File: src/rtl/seg7_mux_driver.sv
// Time-multiplexed 7-segment driver: shadow/active double buffering committed at frame wrap.
// Optional blink support is compiled in with the SEG7_BLINK_EN macro.
module seg7_mux_driver #(
   parameter int NUM_DIGITS   = 4,
   parameter int REFRESH_DIV  = 50000,
   parameter int BLINK_FRAMES = 64
) (
   input  logic                    clk,
   input  logic                    rst,
   input  logic                    load,
   input  logic [5*NUM_DIGITS-1:0] codes_in,
   input  logic [NUM_DIGITS-1:0]   blank_in,
`ifdef SEG7_BLINK_EN
   input  logic [NUM_DIGITS-1:0]   blink_in,
`endif
   output logic [6:0]              seg_n,
   output logic [NUM_DIGITS-1:0]   an_n,
   output logic                    pending,
   output logic                    frame_start
);

   localparam int PW = (REFRESH_DIV > 1) ? $clog2(REFRESH_DIV) : 1;
   localparam int IW = $clog2(NUM_DIGITS);

   logic [PW-1:0]                  cnt;
   logic [IW-1:0]                  idx, idx_nxt;
   logic [NUM_DIGITS-1:0][4:0]     act_code, sh_code, code_nxt;
   logic [NUM_DIGITS-1:0]          act_blank, sh_blank, blank_nxt;
   logic [NUM_DIGITS-1:0]          an_nxt;
   logic [6:0]                     seg_nxt;
   logic                           tick, last, wrap, commit, dark;

`ifdef SEG7_BLINK_EN
   localparam int BW = $clog2(BLINK_FRAMES + 1);
   logic [BW-1:0]                  fcnt;
   logic                           phase, phase_nxt; // phase=1 means blinking digits are dark
   logic [NUM_DIGITS-1:0]          act_blink, sh_blink, blink_nxt;
`endif

   function automatic logic [6:0] glyph(input logic [4:0] c);
      case (c)
         5'h00:   glyph = 7'b1000000;
         5'h01:   glyph = 7'b1111001;
         5'h02:   glyph = 7'b0100100;
         5'h03:   glyph = 7'b0110000;
         5'h04:   glyph = 7'b0011001;
         5'h05:   glyph = 7'b0010010;
         5'h06:   glyph = 7'b0000010;
         5'h07:   glyph = 7'b1111000;
         5'h08:   glyph = 7'b0000000;
         5'h09:   glyph = 7'b0010000;
         5'h0A:   glyph = 7'b1000110;
         5'h0B:   glyph = 7'b0100001;
         5'h0C:   glyph = 7'b0000110;
         5'h0D:   glyph = 7'b1000111;
         5'h0E:   glyph = 7'b1001000;
         5'h0F:   glyph = 7'b1000000;
         5'h10:   glyph = 7'b0001100;
         5'h11:   glyph = 7'b0010010;
         default: glyph = 7'b0111111;
      endcase
   endfunction

   // Outputs are registered from the post-edge view (next index, next active data)
   // so segments already match the new digit during the blank gap cycle.
   always_comb begin
      tick      = (cnt == PW'(REFRESH_DIV - 1));
      last      = (idx == IW'(NUM_DIGITS - 1));
      wrap      = tick && last;
      commit    = wrap && pending;
      idx_nxt   = idx;
      if (tick) idx_nxt = last ? '0 : idx + 1'b1;
      code_nxt  = commit ? sh_code  : act_code;
      blank_nxt = commit ? sh_blank : act_blank;
      dark      = blank_nxt[idx_nxt];
`ifdef SEG7_BLINK_EN
      blink_nxt = commit ? sh_blink : act_blink;
      phase_nxt = phase ^ (wrap && (fcnt == BW'(BLINK_FRAMES - 1)));
      dark      = dark | (blink_nxt[idx_nxt] & phase_nxt);
`endif
      seg_nxt   = dark ? 7'b1111111 : glyph(code_nxt[idx_nxt]);
      an_nxt    = '1;
      for (int i = 0; i < NUM_DIGITS; i++)
         if (idx_nxt == IW'(i)) an_nxt[i] = 1'b0;
   end

   always_ff @(posedge clk) begin
      if (rst) begin
         cnt         <= '0;
         idx         <= '0;
         act_code    <= {NUM_DIGITS{5'h1F}};
         sh_code     <= {NUM_DIGITS{5'h1F}};
         act_blank   <= '0;
         sh_blank    <= '0;
         pending     <= 1'b0;
         frame_start <= 1'b0;
         an_n        <= '1;
         seg_n       <= 7'b1111111;
      end else begin
         cnt         <= tick ? '0 : cnt + 1'b1;
         idx         <= idx_nxt;
         act_code    <= code_nxt;
         act_blank   <= blank_nxt;
         if (load) begin
            sh_code  <= codes_in;
            sh_blank <= blank_in;
         end
         // a load on the wrap edge keeps pending set for the following frame
         pending     <= load | (pending & ~wrap);
         frame_start <= wrap;
         an_n        <= tick ? '1 : an_nxt;
         seg_n       <= seg_nxt;
      end
   end

`ifdef SEG7_BLINK_EN
   always_ff @(posedge clk) begin
      if (rst) begin
         fcnt      <= '0;
         phase     <= 1'b0;
         act_blink <= '0;
         sh_blink  <= '0;
      end else begin
         phase     <= phase_nxt;
         act_blink <= blink_nxt;
         if (load) sh_blink <= blink_in;
         if (wrap) fcnt <= (fcnt == BW'(BLINK_FRAMES - 1)) ? '0 : fcnt + 1'b1;
      end
   end
`endif

endmodule

File: config.mk
export PLATFORM = sky130hd
export DESIGN_NAME = seg7_mux_driver
export DESIGN_NICKNAME = d
export VERILOG_FILES = /design/src/rtl/seg7_mux_driver.sv
export SDC_FILE = /design/constraint.sdc
export NUM_CORES = 1
export LEC_CHECK = 0
export ABC_AREA = 1
export BUFFER_PORTS_ARGS = -buffer_cell sky130_fd_sc_hd__buf_2
export CAP_MARGIN = 0
export CORE_MARGIN = 4
export CORE_UTILIZATION = 63
export DETAILED_ROUTE_END_ITERATION = 6
export PLACE_DENSITY = 0.94
export SLEW_MARGIN = 20
export SYNTH_ARGS = -nofsm -noshare
export SYNTH_HDL_FRONTEND = slang
export SYNTH_SLANG_ARGS = --single-unit
File: constraint.sdc
create_clock -name clk -period 4.44 [get_ports clk]
set_input_delay 0.666 -clock clk [delete_from_list [all_inputs] [get_ports clk]]
set_output_delay 0.666 -clock clk [all_outputs]
set_load 0.05 [all_outputs]
==> metrics.txt <==
Post-synth ARST share=0%; largest family of logic cells by synthesized area=simple AND/OR/NAND/NOR gates; CP endpoint kind=flip-flop; Worst VDD drop=0.000223 V; hold_sp=cnt[0]; cell area after synthesis=0.00367 mm^2; Worst path max stage delay=580 ps; Die Ht=84.3 um; dpl ws=1630 ps; number of synthesized flops with an enable pin=0; fin crit share=65.1%; crit-path cells=ha_1 > nand4_4 > nand2_1 > nand2_1 > nand2_1 > nand2_1 > nor2_4 > inv_1 > ha_1 > inv_1 > nand2_1 > nand3_1 > nand2_1 > nand2_1 > nand2_1; number of global-route vias before repair=3,229; Synth Register Bits=79; critical path's most frequent cell=nand2_1; via count=3,415; TritonRoute pass-1 iters=5; Post-Synth XOR/XNOR Area=less than 1%; Reg2Reg Depth=15; Clock Skew=6.25 ps; GR Util All Layers=24.2%; Die X=84.3 um; core box area=between 0.005 and 0.006 mm^2; Routed Antenna Nets=0; PortBufs=39; # resized after CTS=0; Core Rows=27; Static Leak=1.85 nW; Setup violations, final=0; cts bufs inserted=9; most common cell in the netlist=nand2_1; worst setup margin=about 1500 ps; syn nets=542; Adder-Cell Fraction of Synth Area=3.41%; relative slew slack=47.9%; hold crit path type=reg -> reg; CTS tree=yes; Power per Cell Area=322 mW/mm^2; Hold Path End=cnt[0]; Synth area leader=dfxtp_1; worst hold stages=1; largest net degree at the start of global routing=46; Syn-to-layout area delta=10.5%; Max-Cap Viols=0; Pins Over Slew Limit=0; quantity of hold-fixing buffers added after cts=0; r2r setup slk=between 1500 and 2000 ps; Reg clk slew, reported paths=approximately 80 ps; Synth area leaders=dfxtp_1 (43%), nand2_1 (18%), nand3_1 (8.3%); Synth Area in Compound Gates=4.67%; Max Clk Rate=0.346 GHz; Synth top area share=43.1%; CP Launch Type=flip-flop; DR WL/cell=13.6 um; top routing layer used=met4; CP Launch Point=idx[1]; Reg2Reg Capture Point=seg_n[0]; CTS root buffer=clkbuf_8; M1 WL=3.46 mm; die area=around 0.007 mm^2; met3 WL=580 um; CTS Sinks=79; Initial Util=65.8%; register area share after synthesis=43.1%; setup TNS=0 ps; Vias/cell=5.55; final WL=8.35 mm; DRT iter0 DRCs=213; Worst Path Max Fanout=25; # diodes=0; utilization after layout=72.8%; Post-Synth Simple-Gate Area=42.5%; syn_area_per_cell=7.27 um^2; HPWL after DPL=slightly below 6 mm; DRC violations left=0; fraction of layout cells with a size suffix above 1=18.0%; Cells after Synth=approximately 510; Final Hold Viols=0; RSZ-0062 raised after global routing=false; YS warnings=0; clk_lat worst skew=360 ps; Crit path arrival time=between 3000 and 4000 ps; Nets=roughly 580; WP data required=4690 ps; post-CTS setup repair buffer count=0; grt total ovfl=0; first-pass GRT wire length=14.1 mm; status=finished clean; top_reg_cell synth=dfxtp_1; # IOs=40; Synth top cells by count=nand2_1 (174), dfxtp_1 (79), nand3_1 (61), nor2_1 (39), inv_1 (25); worst r2r src=idx[1]; worst slew pin tran=between 700 and 800 ps; Hold WS=457 ps; initial antenna violation count=0; clock period minus worst slack=2890 ps; Crit Path Category=reg -> reg; Netlist cell types=33; DR WL met2=4.17 mm; # H-tree levels=3; CTS Buffer Depth=2; GPL Wtd Cong=0.916; CP max stage cell=ha_1; mux cell area share after synthesis=0%
==> where the power goes <==
group	switching, mW	internal [mW]	total, mW
sequential	0.0148	0.727	0.742
clock	0.267	0.234	0.501
combinational	0.0396	0.0227	0.0623
total	0.322	0.983	1.31
==> flip-flops by register name, summed over array words and instances (netlist names) <==
name         flops
act_code        20
sh_code         20
cnt             16
seg_n            7
act_blank        4
an_n             4
sh_blank         4
idx              2
frame_start      1
pending          1
==> worst max-delay path by stage <==
| stage | endpoint | slack (ps) |
|---|---|---|
| floorplan | seg_n[0] | 2050 |
| global placement | seg_n[0] | 1800 |
| detailed placement | seg_n[0] | 1630 |
| CTS | seg_n[0] | 1620 |
| global route | seg_n[4] | 1230 |
| finish | seg_n[0] | 1550 |
==> area by class of cell <==
class | instances | area, um^2
multi-input cells | 375 | 1870
flip-flops and latches | 79 | 1580
fillers | 447 | 1520
repair buffers | 40 | 203
clock buffers | 12 | 155
inverters | 33 | 124
well taps | 72 | 90.1
clock inverters | 4 | 30.0
==> layer usage <==
metal / global-route usage [%] / vias up
li1: - / 1691
met3: 4.81 / 17
met5: 0 / -
met4: 8.63 / 0
met1: 29.0 / 1568
met2: 43.0 / 139
==> critical path, delay by kind of cell, from the launching register on <==
kind / cells / cell delay [ps]
AND/OR/NAND/NOR: 11 / 1440
adder cells (fa/ha/maj): 2 / 770
buffers and inverters: 2 / 210
flip-flops: 1 / 370
==> stage by stage <==
stage                     instance area (um^2)  cells  power, mW
after floorplan                           3670    505      0.796
after global placement                    3870    599      0.817
after detailed placement                  3870    599      0.821
after CTS                                 4060    615       1.31
after global routing                      4060    615       1.35
final                                     4060    615       1.31
==> kinds of logic after synthesis <==
| group | after synthesis |
|---|---|
| flops | 79 |
| simple gates | 330 |
| compound gates | 33 |
| xor+xnor | 2 |
| fa+ha+maj | 10 |
| buf+inv | 51 |
==> cell usage in the layout (no fill, tap or decap), types with 10 or more instances in the layout <==
cell type,netlist,final
nand2_1,174,174
dfxtp_1,79,79
nand3_1,61,61
nor2_1,39,39
buf_2,1,39
inv_1,25,25
a21oi_1,17,17
nand2_2,16,16
nand4_1,15,15
o21ai_0,11,11
clkbuf_8,0,11
ha_1,10,10
Note: power is estimated with default switching activity, not from simulation.
